--- config.mk ---
export PLATFORM = sky130hd
export DESIGN_NAME = dma_desc_engine_flat
export DESIGN_NICKNAME = d
export VERILOG_FILES = /design/src/rtl/dma_pkg.sv /design/src/rtl/dma_desc_engine_if.sv /design/src/rtl/dma_desc_engine.sv /design/src/flat_wrapper.sv
export SDC_FILE = /design/constraint.sdc
export NUM_CORES = 1
export LEC_CHECK = 0
export ABC_AREA = 1
export ABC_CLOCK_PERIOD_IN_PS = 2900
export CELL_PAD_IN_SITES_DETAIL_PLACEMENT = 2
export CELL_PAD_IN_SITES_GLOBAL_PLACEMENT = 2
export CORE_AREA = 2 2 140 142
export CTS_BUF_LIST = sky130_fd_sc_hd__clkbuf_8
export CTS_CLUSTER_SIZE = 28
export DETAILED_ROUTE_END_ITERATION = 7
export DIE_AREA = 0 0 142 144
export PLACE_DENSITY = 0.85
export SLEW_MARGIN = 0
export SYNTH_ARGS = -nofsm -noshare
export SYNTH_HDL_FRONTEND = slang
export SYNTH_SLANG_ARGS = --single-unit
--- constraint.sdc ---
create_clock -name i_clk -period 2.9 [get_ports i_clk]
set_clock_uncertainty 0.05 [all_clocks]
set_input_delay 0.435 -clock i_clk [delete_from_list [all_inputs] [get_ports i_clk]]
set_output_delay 0.435 -clock i_clk [all_outputs]
set_load 0.02 [all_outputs]
--- src/rtl/dma_pkg.sv ---
// dma_pkg: shared FSM states, descriptor field positions and completion flags for the DMA descriptor path
package dma_pkg;
   typedef enum logic [1:0] {IDLE, ISSUE, WAIT, REPORT} state_t;
   localparam int WR_LEN_HI  = 47;
   localparam int WR_LEN_LO  = 32;
   localparam int RD_ADDR_HI = 63;
   localparam int RD_ADDR_LO = 32;
   localparam int RD_TAG_HI  = 19;
   localparam int RD_TAG_LO  = 16;
   localparam int RD_LEN_HI  = 15;
   localparam int RD_LEN_LO  = 0;
   localparam logic RX_FLAG = 1'b1;
   localparam logic TX_FLAG = 1'b0;
endpackage

--- src/rtl/dma_desc_engine_if.sv ---
// dma_desc_engine_if: memory-move command bus between the descriptor engine and the packet mover
interface dma_desc_engine_if;
   logic        cmd_valid;
   logic        cmd_wr;
   logic [31:0] cmd_addr;
   logic [15:0] cmd_len;
   logic        cmd_ready;
   logic        cmd_done;
   modport master (output cmd_valid, cmd_wr, cmd_addr, cmd_len, input cmd_ready, cmd_done);
   modport slave  (input cmd_valid, cmd_wr, cmd_addr, cmd_len, output cmd_ready, cmd_done);
endinterface

--- src/rtl/dma_desc_engine.sv ---
// dma_desc_engine: pops rx/tx descriptors, issues mover commands one at a time and pushes completions
module dma_desc_engine
   import dma_pkg::*;
(
   input  logic        i_clk,
   input  logic        i_rst_n,
   input  logic        i_start_en,
   output logic        o_rden_pBufWR,
   input  logic [47:0] i_dout_pBufWR,
   input  logic        i_empty_pBufWR,
   output logic        o_rden_pBufRD,
   input  logic [63:0] i_dout_pBufRD,
   input  logic        i_empty_pBufRD,
   input  logic        i_rx_pkt_valid,
   input  logic [15:0] i_rx_pkt_len,
   output logic        o_rx_pkt_ack,
   dma_desc_engine_if.master cmd,
   output logic        o_wren_int,
   output logic [31:0] o_din_int,
   input  logic        i_full_int,
   output logic        o_wren_length,
   output logic [15:0] o_din_length,
   input  logic        i_full_length,
   output logic        o_wait_free_pBufWR,
   output logic        o_trunc
);
   state_t      state;
   logic        dir;
   logic        last_rx;
   logic [31:0] addr;
   logic [15:0] len;
   logic [15:0] wr_len;
   logic [15:0] rd_len;
   logic        rd_skip;
   logic        rx_trunc;
   logic        rx_c;
   logic        tx_c;
   logic        rx_go;
   logic        tx_go;
   logic        space;
   logic        unused_rd;
   assign wr_len   = i_dout_pBufWR[WR_LEN_HI:WR_LEN_LO];
   assign rd_len   = i_dout_pBufRD[RD_LEN_HI:RD_LEN_LO];
   assign rd_skip  = i_dout_pBufRD[RD_TAG_LO] | (rd_len == 16'd0);
   assign rx_trunc = i_rx_pkt_len > wr_len;
   assign unused_rd = ^{i_dout_pBufRD[31:20], i_dout_pBufRD[RD_TAG_HI:RD_TAG_LO+1]};
   // the ack guard stops a still-visible notification from being consumed twice
   assign rx_c  = i_start_en & i_rx_pkt_valid & ~i_empty_pBufWR & ~o_rx_pkt_ack;
   assign tx_c  = i_start_en & ~i_empty_pBufRD;
   assign rx_go = rx_c & (~tx_c | ~last_rx);
   assign tx_go = tx_c & ~rx_go;
   assign space = ~i_full_int & (~dir | ~i_full_length);
   assign cmd.cmd_wr   = dir;
   assign cmd.cmd_addr = addr;
   assign cmd.cmd_len  = len;
   assign o_din_int    = {dir ? RX_FLAG : TX_FLAG, addr[30:0]};
   assign o_din_length = len;
   assign o_wait_free_pBufWR = i_rx_pkt_valid & i_empty_pBufWR;
   always_ff @(posedge i_clk or negedge i_rst_n)
      if (!i_rst_n) begin
         state         <= IDLE;
         dir           <= 1'b0;
         last_rx       <= 1'b0;
         addr          <= '0;
         len           <= '0;
         cmd.cmd_valid <= 1'b0;
         o_rden_pBufWR <= 1'b0;
         o_rden_pBufRD <= 1'b0;
         o_rx_pkt_ack  <= 1'b0;
         o_trunc       <= 1'b0;
         o_wren_int    <= 1'b0;
         o_wren_length <= 1'b0;
      end else begin
         o_rden_pBufWR <= 1'b0;
         o_rden_pBufRD <= 1'b0;
         o_rx_pkt_ack  <= 1'b0;
         o_trunc       <= 1'b0;
         o_wren_int    <= 1'b0;
         o_wren_length <= 1'b0;
         case (state)
            IDLE:
               if (rx_go) begin
                  o_rx_pkt_ack <= 1'b1;
                  if (i_rx_pkt_len != 16'd0) begin
                     dir           <= 1'b1;
                     addr          <= i_dout_pBufWR[31:0];
                     len           <= rx_trunc ? wr_len : i_rx_pkt_len;
                     o_trunc       <= rx_trunc;
                     o_rden_pBufWR <= 1'b1;
                     cmd.cmd_valid <= 1'b1;
                     state         <= ISSUE;
                  end
               end else if (tx_go) begin
                  dir           <= 1'b0;
                  addr          <= i_dout_pBufRD[RD_ADDR_HI:RD_ADDR_LO];
                  len           <= rd_len;
                  o_rden_pBufRD <= 1'b1;
                  cmd.cmd_valid <= ~rd_skip;
                  state         <= rd_skip ? REPORT : ISSUE;
               end
            ISSUE:
               if (cmd.cmd_ready) begin
                  cmd.cmd_valid <= 1'b0;
                  state         <= WAIT;
               end
            WAIT:
               if (cmd.cmd_done) begin
                  o_wren_int    <= space;
                  o_wren_length <= space & dir;
                  state         <= REPORT;
               end
            default:
               // a completion pushed last cycle ends the report; otherwise keep trying
               if (o_wren_int) begin
                  last_rx <= ~last_rx;
                  state   <= IDLE;
               end else begin
                  o_wren_int    <= space;
                  o_wren_length <= space & dir;
               end
         endcase
      end
endmodule

--- src/flat_wrapper.sv ---
// flat-port wrapper written by rule: the top's interface ports become plain ports
module dma_desc_engine_flat import dma_pkg::*;
  (i_clk, i_rst_n, i_start_en, o_rden_pBufWR, i_dout_pBufWR, i_empty_pBufWR, o_rden_pBufRD, i_dout_pBufRD, i_empty_pBufRD, i_rx_pkt_valid, i_rx_pkt_len, o_rx_pkt_ack, o_wren_int, o_din_int, i_full_int, o_wren_length, o_din_length, i_full_length, o_wait_free_pBufWR, o_trunc, cmd_cmd_valid, cmd_cmd_wr, cmd_cmd_addr, cmd_cmd_len, cmd_cmd_ready, cmd_cmd_done);
  dma_desc_engine_if cmd_i ();
  input  logic i_clk;
  input  logic i_rst_n;
  input  logic i_start_en;
  output logic o_rden_pBufWR;
  input  logic [47:0] i_dout_pBufWR;
  input  logic i_empty_pBufWR;
  output logic o_rden_pBufRD;
  input  logic [63:0] i_dout_pBufRD;
  input  logic i_empty_pBufRD;
  input  logic i_rx_pkt_valid;
  input  logic [15:0] i_rx_pkt_len;
  output logic o_rx_pkt_ack;
  output logic o_wren_int;
  output logic [31:0] o_din_int;
  input  logic i_full_int;
  output logic o_wren_length;
  output logic [15:0] o_din_length;
  input  logic i_full_length;
  output logic o_wait_free_pBufWR;
  output logic o_trunc;
  output wire logic [$bits(cmd_i.cmd_valid)-1:0] cmd_cmd_valid;
  output wire logic [$bits(cmd_i.cmd_wr)-1:0] cmd_cmd_wr;
  output wire logic [$bits(cmd_i.cmd_addr)-1:0] cmd_cmd_addr;
  output wire logic [$bits(cmd_i.cmd_len)-1:0] cmd_cmd_len;
  input wire logic [$bits(cmd_i.cmd_ready)-1:0] cmd_cmd_ready;
  input wire logic [$bits(cmd_i.cmd_done)-1:0] cmd_cmd_done;
  assign cmd_cmd_valid = cmd_i.cmd_valid;
  assign cmd_cmd_wr = cmd_i.cmd_wr;
  assign cmd_cmd_addr = cmd_i.cmd_addr;
  assign cmd_cmd_len = cmd_i.cmd_len;
  assign cmd_i.cmd_ready = cmd_cmd_ready;
  assign cmd_i.cmd_done = cmd_cmd_done;
  dma_desc_engine u_core (.i_clk(i_clk), .i_rst_n(i_rst_n), .i_start_en(i_start_en), .o_rden_pBufWR(o_rden_pBufWR), .i_dout_pBufWR(i_dout_pBufWR), .i_empty_pBufWR(i_empty_pBufWR), .o_rden_pBufRD(o_rden_pBufRD), .i_dout_pBufRD(i_dout_pBufRD), .i_empty_pBufRD(i_empty_pBufRD), .i_rx_pkt_valid(i_rx_pkt_valid), .i_rx_pkt_len(i_rx_pkt_len), .o_rx_pkt_ack(o_rx_pkt_ack), .cmd(cmd_i), .o_wren_int(o_wren_int), .o_din_int(o_din_int), .i_full_int(i_full_int), .o_wren_length(o_wren_length), .o_din_length(o_din_length), .i_full_length(i_full_length), .o_wait_free_pBufWR(o_wait_free_pBufWR), .o_trunc(o_trunc));
endmodule
======== After elaboration in Yosys (flattened, before gate mapping) ========
Cells that the tools add are included.
operators by class
  $lt $le $gt $ge ......................... 1
  equality and inequality tests ........... 7
  mux-type cells .......................... 40
  bitwise gates (word level) .............. 23
  reduce and logical (&&, ||, !) cells .... 12
operators by type and width
  kind                                                                      number
  32-bit two-way mux                                                        3
  16-bit two-way mux                                                        4
  1-bit two-way mux                                                         22
  16-bit greater-than comparator                                            1
  16-bit zero test                                                          1
  16-bit nonzero test                                                       1
  2-bit two-way mux                                                         7
  1-bit NOT                                                                 11
  1-bit bitwise AND                                                         9
  2-bit inequality test (second input constant)                             3
  1-bit one-hot mux with 2 select lines                                     3
  2-bit one-hot mux with 3 select lines                                     1
  5-bit AND reduction                                                       1
  4-bit AND reduction                                                       1
  2-bit nonzero test                                                        2
  4-bit nonzero test                                                        1
  3-bit by 1-bit inequality test with 1-bit output (second input constant)  1
  3-bit inequality test (second input constant)                             1
  1-bit OR                                                                  3
  3-bit AND reduction                                                       1
  3-bit OR reduction                                                        1
  2-bit by 1-bit == test with 1-bit output (second input constant)          1
  2-bit == test (second input constant)                                     1
  2-bit zero test                                                           1
  2 further kinds                                                           2
storage, ports and cells
  register bits after elaboration ......... 59
  input port bits ......................... 138
  output and inout port bits .............. 105

======== Logic depth before layout (Yosys ltp) ========
Gate-level depths: netlist of the first run.
  word-level depth ........................ 10
  depth in mapped cells ................... 16

======== Least setup slack after synthesis of the first run ========
No wires, ideal clock.
  path type ............................... input to register
  from .................................... input i_dout_pBufWR[47]
  to ...................................... register u_core.len[10] (netlist: u_core.cmd.cmd_len[10])
  library setup time ...................... 122 ps
  data arrival time ....................... 1708 ps
  data required time ...................... 2728 ps
  path slack .............................. 1020 ps
  cell stages on the path ................. 10
  buffers on the path ..................... 1
  cells stage by stage .................... inv_1 > ha_1 > nand2_1 > nor3_2 > nand3_2 > nand2_2 > buf_2 > nand2_1 > nand3_1 > a21oi_1
on the way
  cells in the longest elaborated chain, start to end .. 4
RTL lines
  what                            RTL line               source
  from (decl)                     flat_wrapper.sv:9      input logic [47:0] i_dout_pBufWR;
  16-bit greater-than comparator  dma_desc_engine.sv:45  assign rx_trunc = i_rx_pkt_len > wr_len;
  16-bit two-way mux              dma_desc_engine.sv:87  len <= rx_trunc ? wr_len : i_rx_pkt_len;
  16-bit two-way mux              dma_desc_engine.sv:84  if (i_rx_pkt_len != 16'd0) begin
  16-bit two-way mux              dma_desc_engine.sv:82  if (rx_go) begin
  to (signal assigned)            dma_desc_engine.sv:87
  to (signal assigned)            dma_desc_engine.sv:96  len <= rd_len;
  to (decl)                       dma_desc_engine.sv:31  logic [15:0] len;
Every way passes these cells. The select of a mux whose other input is x is not followed.
A chain may end at the register's enable or synchronous reset.

======== Final worst setup path of the first run ========
  from .................................... input i_empty_pBufRD
  to ...................................... register u_core.addr[22] (netlist: u_core.cmd.cmd_addr[22])
on the way
  cells in the longest elaborated chain, start to end .. 9
  elaborated cells between the ends (all ways) .. 11
  those cells by class .................... eq/ne: 1; mux: 1; bitwise: 7; reduce/logical: 2
RTL lines
  what                           RTL line               source
  from (decl)                    flat_wrapper.sv:13     input logic i_empty_pBufRD;
  1-bit NOT *                    dma_desc_engine.sv:49  assign tx_c = i_start_en & ~i_empty_pBufRD;
  1-bit bitwise AND *            dma_desc_engine.sv:49
  1-bit NOT                      dma_desc_engine.sv:50  assign rx_go = rx_c & (~tx_c | ~last_rx);
  1-bit OR                       dma_desc_engine.sv:50
  1-bit bitwise AND              dma_desc_engine.sv:50
  1-bit NOT                      dma_desc_engine.sv:51  assign tx_go = tx_c & ~rx_go;
  1-bit bitwise AND              dma_desc_engine.sv:51
  2-bit nonzero test (no line)   --
  3-bit AND reduction (no line)  --
  to (signal assigned)           dma_desc_engine.sv:86  addr <= i_dout_pBufWR[31:0];
  to (signal assigned)           dma_desc_engine.sv:95  addr <= i_dout_pBufRD[RD_ADDR_HI:RD_ADDR_LO];
  to (decl)                      dma_desc_engine.sv:30  logic [31:0] addr;
Every way passes the cells marked *; elsewhere a longest branch is shown, timed or not.

==> results of run 1 <==
==> worst max-delay path by stage <==
stage / startpoint / end / slack [ns] / depth (start not counted)
after floorplan: i_dout_pBufWR[47] / u_core.cmd.cmd_len[10]$_DFFE_PN0P_ / 1.02 / 10
after global placement: i_empty_pBufRD / u_core.cmd.cmd_addr[22]$_DFFE_PN0P_ / 0.23 / 7
after detailed placement: i_empty_pBufRD / u_core.cmd.cmd_addr[22]$_DFFE_PN0P_ / 0.12 / 8
after CTS: i_empty_pBufRD / u_core.cmd.cmd_addr[22]$_DFFE_PN0P_ / 0.49 / 8
after global routing: u_core.state[0]$_DFFE_PN0P_ / u_core.cmd.cmd_addr[27]$_DFFE_PN0P_ / 0.29 / 10
final: i_empty_pBufRD / u_core.cmd.cmd_addr[22]$_DFFE_PN0P_ / 0.51 / 8
==> routing by layer <==
metal / track usage [%] / part of all wire, % / vias up / wire, microns
li1: - / - / 1994 / -
met5: 0 / 0 / - / 0
met3: 3.477 / 5.6 / 14 / 884
met1: 18.49 / 42 / 2042 / 6561
met2: 27.84 / 51 / 149 / 8063
met4: 4.579 / 1.3 / 0 / 209
==> stage by stage <==
stage	cells	cell area, sq um
floorplan	520	3897
global placement	923	6062
detailed placement	923	6062
CTS	938	6264
global route	938	6264
finish	938	6264
==> power by group through the flow <==
stage,clock network (mW),registers [mW],logic [mW]
finish,0.804,1.55,3.41
global route,0.874,1.60,3.68
floorplan,0,1.91,1.69
global placement,0,1.56,3.37
CTS,0.838,1.56,3.46
detailed placement,0,1.57,3.45
==> cell type report <==
cell class,instances,share of cell area (%)
Sequential cell,59,23.57
Tap cell,238,4.754
Inverter,57,3.456
Timing Repair Buffer,235,37.36
Multi-Input combinational cell,334,27.65
Clock inverter,4,0.7990
Clock buffer,11,2.417
==> state kept, by name (all words and copies together) (netlist names) <==
name                  flops
u_core.cmd.cmd_len       16
u_core.last_rx            1
u_core.o_rx_pkt_ack       1
u_core.o_rden_pBufWR      1
u_core.state              2
u_core.cmd.cmd_wr         1
u_core.o_trunc            1
u_core.o_wren_int         1
u_core.o_wren_length      1
u_core.cmd.cmd_valid      1
u_core.cmd.cmd_addr      32
u_core.o_rden_pBufRD      1
==> critical path, cell delays in order <==
cell             delay (ns)
clkdlybuf4s50_1        0.46
o211ai_4               0.42
nand3_1                0.17
inv_2                  0.15
nor2_8                 0.06
inv_4                  0.55
nor2_1                 0.10
a31oi_1                0.19
==> cell usage after synthesis <==
master / number
a31oi_1: 32
nand2_1: 108
nor2_2: 1
buf_2: 9
nor2_1: 66
inv_4: 1
o211ai_4: 1
inv_2: 3
o21a_1: 1
nor4_1: 3
xor2_1: 1
nand3b_1: 2
clkbuf_1: 8
inv_1: 52
a21oi_1: 39
nand2_2: 3
nor2_4: 1
buf_4: 53
a21o_1: 2
o21ai_0: 5
nor3_1: 1
dfrtp_1: 59
nand3_1: 38
nor3_2: 1
nand4_1: 6
clkinv_1: 1
ha_1: 21
nor2_8: 1
nand3_2: 1
==> cell families after synthesis <==
kind of cell,share of synthesized area (%)
buf+inv,17.69
fa+ha+maj,6.742
xor+xnor,0.2248
compound gates,11.91
simple gates,25.55
flops,37.88
==> metrics.csv, run 1 <==
metric;value;unit
WHS;0.04406;ns
FP Rows;51;
Die Width;142;microns
ranking of synthesized cells by area;dfrtp_1 38%, nand2_1 10%, buf_4 10%;
status;finished clean;
Max-slew headroom;45.96;%
initial antenna violation count;0;
TNS Setup;0;ns
Gate power share;59.1;%
clock group share of total power;14.0;%
fill count;2216;
Initial Util;20.43;%
vias per inst;4.477;
commonest non-fill, non-tap cells in the layout;226 x clkdlybuf4s50_1, 108 x nand2_1, 66 x nor2_1, 59 x dfrtp_1, 52 x inv_1;
1st-pass router iterations;4;
Crit Path Category;in -> reg;
first-pass GRT wire length;24.18;mm
Antenna Violating Nets Remaining;0;
max-cap violation count;0;
fin. max-slew vios;0;
Power Dens Cells;919.3;nW/um^2
GRT Total Usage;15.49;%
R2R cell count;10;
clock slew at reported path FFs;0.07;ns
post-DP HPWL;12.64;mm
Crit Reg-Reg Startpoint;u_core.state[0]$_DFFE_PN0P_;
final core utilization;32.83;%
Synth top area share;37.88;%
P&R area growth vs syn;60.71;%
reg2reg end;u_core.cmd.cmd_addr[22]$_DFFE_PN0P_;
post-synthesis cell type count;29;
P_leak;2.752;nW
Total Wirelength;15.72;mm
Num CTS Buffers;9;
per-cell routed wire length;16.76;microns
clock root buffer master;clkbuf_8;
CP endpoint kind;flip-flop;
final setup vio count;0;
Worst Setup Start Kind;input pin;
syn nets;679;
Synth warnings;0;
Reg2Reg Setup Slack;0.54;ns
Antenna Cells;0;
Register Area;1476;sq um
Final Wtd Congestion;0.7840;
post-CTS setup buffer count;0;
pin count of the biggest net entering global routing;81;
final hold violation count;0;
#FFs+latches synth;59;
global route overflow;0;
Crit Path Max Fanout;80;
Die Y-Extent;144;microns
Sinks on Clock Net;59;
Post-Synthesis Cells;520;
DRC;0;
Tmin final;2.391;ns
full die area;20450;sq um
Hold Path Class;in -> async;
TritonCTS clock tree;built;
post-synthesis sequential area ratio;37.88;%
1st-iter DRT viols;120;
worst IR drop on VDD;415.6;uV
setup ws final;0.5085;ns
Least-Margin Pin Slew;0.8106;ns
DR vias;4199;
Post-Place Worst Slack;0.1200;ns
Worst Path Required;3.12;ns
cell taking the most area after synthesis;dfrtp_1;
I/O pins;243;
Power, Total;5.758;mW
area of the multi-input gates;1732;sq um
core area;19080;sq um
Net Sw Frac;43.29;%
Clock Path Buffers;2;
Peak Freq;418.2;MHz
sequential share of power;26.9;%
share of layout cells above drive strength 1;5.286;%
Psw;2.493;mW
fin nets;855;
most common cell after layout, fill and taps aside;clkdlybuf4s50_1;
syn_area_per_cell;7.495;sq um
IO buf count;227;
unrepaired setup endpoints after global routing;false;
netlist area before placement;3897;sq um
hold buffers post-CTS;0;
Clk Latency, worst-skew pair;0.36;ns
Final period util;82.46;%
H-tree depth;3;
Int Power;3.266;mW
crit path DAT;2.61;ns
number of global-route vias before repair;4391;
post-cts resize count;0;
(Power assumes the default switching activity.)
==> run 2: changes to the inputs <==
--- a/config.mk
+++ b/config.mk
@@ -6,15 +6,15 @@
 export NUM_CORES = 1
 export LEC_CHECK = 0
 export ABC_AREA = 1
-export ABC_CLOCK_PERIOD_IN_PS = 2900
+export ABC_CLOCK_PERIOD_IN_PS = 2400
 export CELL_PAD_IN_SITES_DETAIL_PLACEMENT = 2
 export CELL_PAD_IN_SITES_GLOBAL_PLACEMENT = 2
-export CORE_AREA = 2 2 140 142
+export CORE_AREA = 2 2 147 149
 export CTS_BUF_LIST = sky130_fd_sc_hd__clkbuf_8
 export CTS_CLUSTER_SIZE = 28
 export DETAILED_ROUTE_END_ITERATION = 7
-export DIE_AREA = 0 0 142 144
-export PLACE_DENSITY = 0.85
+export DIE_AREA = 0 0 149 151
+export PLACE_DENSITY = 0.78
 export SLEW_MARGIN = 0
 export SYNTH_ARGS = -nofsm -noshare
 export SYNTH_HDL_FRONTEND = slang
==> constraint.sdc (replaced) <==
create_clock -name i_clk -period 2.4 [get_ports i_clk]
set_clock_uncertainty 0.05 [all_clocks]
set_input_delay 0.36 -clock i_clk [delete_from_list [all_inputs] [get_ports i_clk]]
set_output_delay 0.36 -clock i_clk [all_outputs]
set_load 0.02 [all_outputs]
==> run 2 against run 1 <==
Net effect:
- critical path type unchanged
- critical path depth up 4
- power is 19% higher
- global-route usage down 1.3 points
- clock power up 4.7%
- combinational power increased by 22%
- clock-buffer cell count shrank 2
- first-iteration DRC count decreased by 25%
- final cell count up 5.4%
- die area grew 10%
- core utilization down 1.9 points
==> metrics.csv, run 2 (synthesis results as in run 1) <==
metric;value;unit
status;finished clean;
Power Dens Cells;1067;nW/um^2
Buf/Inv on CP;3;
FP Rows;53;
slowest stage cell, crit path;clkdlybuf4s50_1;
dpl cells;972;
post-cts resize count;0;
design area;6447;sq um
Net Sw Frac;43.94;%
flip-flop count of the largest register after layout;32;
clock group share of total power;12.2;%
Crit Path Max Fanout;7;
sequential share of power;27.1;%
Final Non-Filler Cells;989;
Num CTS Buffers;9;
most common cell after layout, fill and taps aside;clkdlybuf4s50_1;
Crit Reg-Reg Startpoint;u_core.state[0]$_DFFE_PN0P_;
post-CTS setup buffer count;0;
final setup vio count;0;
hold path startpoint;u_core.cmd.cmd_valid$_DFFE_PN0P_;
Worst Setup SP;i_dout_pBufWR[47];
share of layout cells above drive strength 1;7.143;%
Area after DPL;6261;sq um
R2R cell count;11;
Psw;3.022;mW
CP Capture Point;u_core.cmd.cmd_len[11]$_DFFE_PN0P_;
per-cell routed wire length;15.96;microns
Int Power;3.856;mW
number of global-route vias before repair;4534;
Reg2Reg Setup Slack;0.42;ns
1st-iter DRT viols;90;
CP cell instances;clkdlybuf4s50_1 > inv_1 > ha_1 > nand2_1 > nor3_2 > nand2_1 > nand2_2 > nand2_2 > buf_4 > nand2_1 > nand3_1 > a21oi_1;
IO buf count;227;
max-cap violation count;0;
DRC;0;
P&R area growth vs syn;65.43;%
1st-pass router iterations;4;
crit-path leading delay family;simple AND/OR/NAND/NOR gates;
WHS;0.4801;ns
CP endpoint kind;flip-flop;
Post-Place Worst Slack;-0.03466;ns
worst stage delay on the critical path;0.47;ns
Power, Total;6.878;mW
Hold Path Class;reg -> reg;
first-pass GRT wire length;24.45;mm
critical path depth;12;
Least-Margin Pin Slew;0.6036;ns
reg2reg end;u_core.cmd.cmd_addr[6]$_DFFE_PN0P_;
Register Area;1476;sq um
P_leak;2.810;nW
clock slew at reported path FFs;0.07;ns
Worst Path Required;2.64;ns
fill count;2406;
Clk Latency, worst-skew pair;0.36;ns
fin. max-slew vios;0;
Clock Path Buffers;2;
GRT Total Usage;14.15;%
core area;20820;sq um
clock root buffer master;clkbuf_8;
final hold violation count;0;
Crit Path Category;in -> reg;
I/O pins;243;
crit path DAT;2.29;ns
post-DP HPWL;12.83;mm
global route overflow;0;
Tmin final;2.056;ns
Antenna Cells;0;
initial antenna violation count;0;
Final period util;85.68;%
hold buffers post-CTS;1;
worst IR drop on VDD;583.1;uV
commonest non-fill, non-tap cells in the layout;226 x clkdlybuf4s50_1, 108 x nand2_1, 66 x nor2_1, 59 x dfrtp_1, 51 x inv_1;
Total Wirelength;15.79;mm
Initial Util;18.72;%
pin count of the biggest net entering global routing;47;
Max-slew headroom;59.76;%
crit-path most repeated cell;nand2_1;
Sinks on Clock Net;59;
Worst Setup Start Kind;input pin;
Peak Freq;486.3;MHz
DR vias;4175;
Final Wtd Congestion;0.7536;
area of the multi-input gates;1732;sq um
setup ws final;0.3438;ns
full die area;22500;sq um
vias per inst;4.221;
Gate power share;60.6;%
TNS Setup;0;ns
final core utilization;30.96;%
Antenna Violating Nets Remaining;0;
TritonCTS clock tree;built;
Die Width;149;microns
fin nets;868;
unrepaired setup endpoints after global routing;false;
H-tree depth;3;
Die Y-Extent;151;microns
==> run 2: worst reg2reg max path, cell delays in order (launching register included) <==
cell and delay, ns:
dfrtp_1 0.42, inv_1 0.12, ha_1 0.28, inv_1 0.10, nor2_4 0.14, nand2_2 0.09
inv_2 0.10, nor2_8 0.04, inv_4 0.08, buf_12 0.21, nor2_1 0.09, a31oi_1 0.17
==> run 2: cell type report <==
cell class,instances,area share [%]
timing repair buffer,248,38.81
multi-input combinational,334,26.86
sequential,59,22.90
tap,275,5.337
inverter,57,3.357
clock buffer,9,1.921
clock inverter,7,0.8151
==> run 2: worst min path at each step <==
stage | end | depth (start not counted)
2_1_floorplan | u_core.cmd.cmd_addr[0]$_DFFE_PN0P_ | 0
4_1_cts | u_core.cmd.cmd_addr[4]$_DFFE_PN0P_ | 3
5_1_grt | u_core.cmd.cmd_addr[11]$_DFFE_PN0P_ | 3
3_3_place_gp | u_core.cmd.cmd_addr[22]$_DFFE_PN0P_ | 1
3_5_place_dp | u_core.cmd.cmd_addr[18]$_DFFE_PN0P_ | 1
6_report | u_core.cmd.cmd_valid$_DFFE_PN0P_ | 2
==> run 2: power groups by stage <==
stage	sequential [mW]	clock (mW)	combinational [mW]
6_report	1.87	0.842	4.17
4_1_cts	1.89	0.889	4.24
3_3_place_gp	1.88	0	4.14
5_1_grt	1.95	0.918	4.51
3_5_place_dp	1.91	0	4.23
2_1_floorplan	2.31	0	2.04
==> run 2: routing by layer <==
metal / part of all wire [%] / track usage, %
met5: 0 / 0
met4: 1.1 / 3.476
met3: 6.3 / 3.404
met2: 51 / 26.15
met1: 42 / 16.41
==> RTL change 1 (settings of run 2) <==
Make the reset (`i_rst_n`) synchronous in one clocked block.
--- a/src/rtl/dma_desc_engine.sv
+++ b/src/rtl/dma_desc_engine.sv
@@ -56,7 +56,7 @@
    assign o_din_int    = {dir ? RX_FLAG : TX_FLAG, addr[30:0]};
    assign o_din_length = len;
    assign o_wait_free_pBufWR = i_rx_pkt_valid & i_empty_pBufWR;
-   always_ff @(posedge i_clk or negedge i_rst_n)
+   always_ff @(posedge i_clk)
       if (!i_rst_n) begin
          state         <= IDLE;
          dir           <= 1'b0;
Formal check against the unedited RTL: differs if i_rst_n is asserted again (counterexample within 4 cycles, from zero or initial values and one cycle with i_rst_n low); with i_rst_n held inactive, the same outputs for 4 cycles.
==> RTL change 1 against run 2 <==
Utilization down 0.88 points. Critical path depth increased by 1. Sequential power decreased by 29%. Power decreased by 36%. Cell area down 2.9%. Clock power up 14%. Highest routed layer unchanged. Maximum frequency barely moved. Synthesized area decreased by 2.6%. Largest cell class unchanged. Worst setup slack improved by 0.89 ps. Hold slack got worse by 57 ps. Routed wire length down 2.7%. Register-to-register slack improved by 90 ps. Sequential cell count unchanged. First-iteration DRC count shrank 22%. Critical path type unchanged.
==> RTL change 1: results (changes against run 2) <==
fraction of layout cells with a size suffix above 1 6.50% (-0.64 points); Syn Nets 710 (+4.6%); Synth area leaders dfxtp_1, buf_4, nor2_1; max_slew headroom 75.0% (+15 points); Netlist cell types 32 (+10%); fillers 2449 (+1.8%); all-layer global routing usage 13.6% (-0.52 points); Post-Route WL 15400 um (-2.7%); nets 892 (+2.8%); via count 4234 (+1.4%); Max rail drop VDD 0.000199 V (-66%); worst hold start u_core.cmd.cmd_valid; worst-skew pair later-pin latency 340 ps (-20 ps); DR iter-0 viols 70 (-22%); vias per cell 4.18 (-0.99%); DRT Pass-1 Iters 3 (-1); sequential area share after synthesis 31.1% (-6.8 points); status completed; Placed Instances 997 (+2.6%); largest net degree at the start of global routing 37 (-21%); first-pass GRT wire length 23700 um (-2.9%); r2r startpoint u_core.state[0]; Cell Area, Placed 6060 um2 (-3.2%); Setup crit start i_dout_pBufWR[41]; Main synth FF type dfxtp_1
## RTL change 1: metal layers
| layer | track usage [%] | vias up |
|---|---|---|
| met4 | 2.86 | 0 |
| li1 | - | 2092 |
| met5 | 0 | - |
| met3 | 3.37 | 8 |
| met1 | 15.9 | 1988 |
| met2 | 25.3 | 146 |
## RTL change 1: cell type report
| cell class | count | area, um2 | area share [%] |
|---|---|---|---|
| Multi-Input combinational cell | 359 | 1860 | 29.7 |
| Sequential cell | 59 | 1180 | 18.9 |
| Clock inverter | 5 | 52.6 | 0.839 |
| Tap cell | 275 | 344 | 5.49 |
| Inverter | 63 | 244 | 3.90 |
| Clock buffer | 11 | 151 | 2.42 |
| Timing Repair Buffer | 241 | 2430 | 38.8 |
## RTL change 1: cell families (layout without fill, tap and decap cells)
group	after synthesis	after routing	share of synthesized area (%)
compound gates	75	75	10.5
fa+ha+maj	21	21	6.92
buf+inv	133	320	19.8
flops	59	59	31.1
simple gates	263	263	31.7
## RTL change 1: report_power, final
| part | total, uW | internal [uW] | switching [uW] |
|---|---|---|---|
| sequential | 1320 | 1150 | 162 |
| clock | 963 | 531 | 432 |
| combinational | 2140 | 999 | 1140 |
| total | 4420 | 2680 | 1740 |
## RTL change 1: tightest hold or removal path, delay by kind of cell, from the launching register on
family          cells  cell delay (ps)
compound gates      1               50
flops               1              310
simple gates        1               60
## RTL change 1: path summary, 6_finish.rpt
kind              slack (ps)                     to
setup / recovery         340  u_core.cmd.cmd_len[0]
hold / removal           420   u_core.cmd.cmd_valid
setup reg to reg         510  u_core.cmd.cmd_len[9]
hold reg to reg          420   u_core.cmd.cmd_valid
==> RTL change 2 (flow settings as in run 2) <==
Made on the original files. The 4 states of `state_t` get a one-hot encoding in 4 bits.
--- a/src/rtl/dma_pkg.sv
+++ b/src/rtl/dma_pkg.sv
@@ -1,6 +1,6 @@
 // dma_pkg: shared FSM states, descriptor field positions and completion flags for the DMA descriptor path
 package dma_pkg;
-   typedef enum logic [1:0] {IDLE, ISSUE, WAIT, REPORT} state_t;
+   typedef enum logic [3:0] {IDLE = 4'b0001, ISSUE = 4'b0010, WAIT = 4'b0100, REPORT = 4'b1000} state_t;
    localparam int WR_LEN_HI  = 47;
    localparam int WR_LEN_LO  = 32;
    localparam int RD_ADDR_HI = 63;
Check against the original RTL: no difference found for any inputs over 4 cycles, from zero or initial values and one cycle with i_rst_n low; so few cycles prove little.
==> RTL change 2 against run 2 <==
Power fell by 0.37%. Maximum frequency fell by 2.1%. Non-clock buffer count rose by 4. First-iteration DRC count is 68% higher. Routed wire length fell by 1.2%. Sequential cell count is 2 higher. Worst setup slack got worse by 43 ps. Synthesized area decreased by 0.90%. Via count is 0.29% lower. Cell area fell by 0.49%.
==> RTL change 2: results (changes against run 2) <==
GP Congestion 0.756 (+0.35%); Worst R2R Setup Slack 500 ps (+80 ps); cts bufs inserted 9 (unchanged); Syn Nets 672 (-1.0%); Max rail drop VDD 0.000279 V (-52%); Buffers on Ports 227 (unchanged); H-Tree Depth 3 (unchanged); Placed Instances 974 (+0.21%); leakage dissipation 0.00281 uW (about the same); status completed; via count 4163 (-0.29%); Crit path largest cell delay 450 ps (-20 ps); Main synth FF type dfrtp_1; CP max-delay cell clkdlybuf4s50_1; DR iter-0 viols 151 (+68%); hold_ws 448 ps (-31.7 ps); vias in the first global route 4515 (-0.42%); diode count 0 (unchanged); total of warnings raised by yosys 0 (unchanged); Clk pin slew, worst setup/hold paths 70 ps (about the same); CP arrival 2300 ps; first-pass GRT wire length 24600 um (+0.48%); Synth top cells by count nand2_1, nor2_1, dfrtp_1; ys async rst share 100% (unchanged); fraction of layout cells with a size suffix above 1 6.84% (-0.30 points); Min-Delay Path Class reg -> reg; CP max FO 10 (+3); Avg Cell Area, Syn 7.46 um2 (-0.52%); Root Buffer clkbuf_8; largest net degree at the start of global routing 46 (-2.1%); HPWL Detailed 12900 um (+0.63%); DRT Pass-1 Iters 4 (unchanged); Post-Route WL 15600 um (-1.2%); max reg flops 32 (unchanged); CTS Buffer Depth 2 (unchanged); worst-skew pair later-pin latency 340 ps (-20 ps); all-layer global routing usage 14.0% (-0.13 points); Routed WL per cell 15.7 um (-1.4%); antenna violations before repair 0 (unchanged); max_slew headroom 61.6% (+1.8 points); fillers 2418 (+0.50%); sequential area share after synthesis 39.6% (+1.7 points); Netlist cell types 29 (unchanged); nets 865 (-0.35%); setup bufs post-CTS 0 (unchanged); Synth area leaders dfrtp_1, nand2_1, buf_4
==> RTL change 2: cell types whose count changed after synthesis, moves of 2 or more <==
cell,change
ha_1,-5
inv_1,-6
nand2_1,+11
nor3_1,+2
nand2_2,-2
==> RTL change 2: power breakdown <==
group / leakage (uW) / total (uW) / internal, uW / switching (uW)
logic: 0.00200 / 4090 / 1990 / 2100
registers: 0.000705 / 1930 / 1500 / 431
clock network: 0.000104 / 827 / 415 / 411
==> RTL change 2: area by class of cell <==
type / count / area share [%]
Timing Repair Buffer: 252 / 39.1
Multi-Input combinational cell: 337 / 26.1
Tap cell: 275 / 5.36
Inverter: 50 / 2.94
Sequential cell: 61 / 23.8
Clock inverter: 5 / 0.312
Clock buffer: 11 / 2.36
==> RTL change 2: critical path, delay by kind of cell <==
kind                     cells  cell delay [ps]
adder cells (fa/ha/maj)      1              300
AO/OA/AOI/OAI                1              190
AND/OR/NAND/NOR              9              780
buffers and inverters        3              660
==> RTL change 2: path summary, 6_finish.rpt <==
| check | from | end | cells after the start |
|---|---|---|---|
| max | i_dout_pBufWR[39] | u_core.cmd.cmd_len[13] | 14 |
| min | u_core.state[1] | u_core.state[1] | 2 |
| max reg2reg | u_core.state[0] | u_core.cmd.cmd_addr[18] | 7 |
| min reg2reg | u_core.state[1] | u_core.state[1] | 2 |
| max in group asynchronous | i_rst_n | u_core.state[0] | 3 |
| min in group asynchronous | i_rst_n | u_core.cmd.cmd_addr[21] | 2 |
==> RTL change 2: kinds of logic (layout without fill, tap and decap cells) <==
| group | count (synthesis) | in the layout | share of synthesized area (%) |
|---|---|---|---|
| adders and majority gates | 16 | 16 | 5.18 |
| AOI/OAI and AO/OA | 79 | 79 | 11.8 |
| xor gates and xnor gates | 1 | 1 | 0.227 |
| buffers and inverters | 120 | 318 | 17.0 |
| and+or+nand+nor | 241 | 241 | 26.2 |
| DFF | 61 | 61 | 39.6 |
==> RTL change 2: metal layers <==
| layer | track usage (%) | vias up | part of all wire, % |
|---|---|---|---|
| met1 | 17.2 | 2006 | 43 |
| met4 | 3.52 | 0 | 1.3 |
| met2 | 25.2 | 126 | 51 |
| met5 | 0 | - | 0 |
| li1 | - | 2021 | - |
| met3 | 2.68 | 10 | 4.8 |
==> RTL change 2: through the flow <==
stage	setup slack, ps	instance area (um2)	utilization [%]
4_1_cts	278	6420	30.8
5_1_grt	61.4	6420	30.8
2_1_floorplan	492	3860	-
3_5_place_dp	-67.2	6230	29.9
3_3_place_gp	20.3	6230	29.9
6_report	301	6420	30.8
==> RTL change 2: repair_timing <==
action                                 CTS  global route
endpoints found under the hold margin   19             0
hold buffers                             1             0
gates resized for setup                  0             0
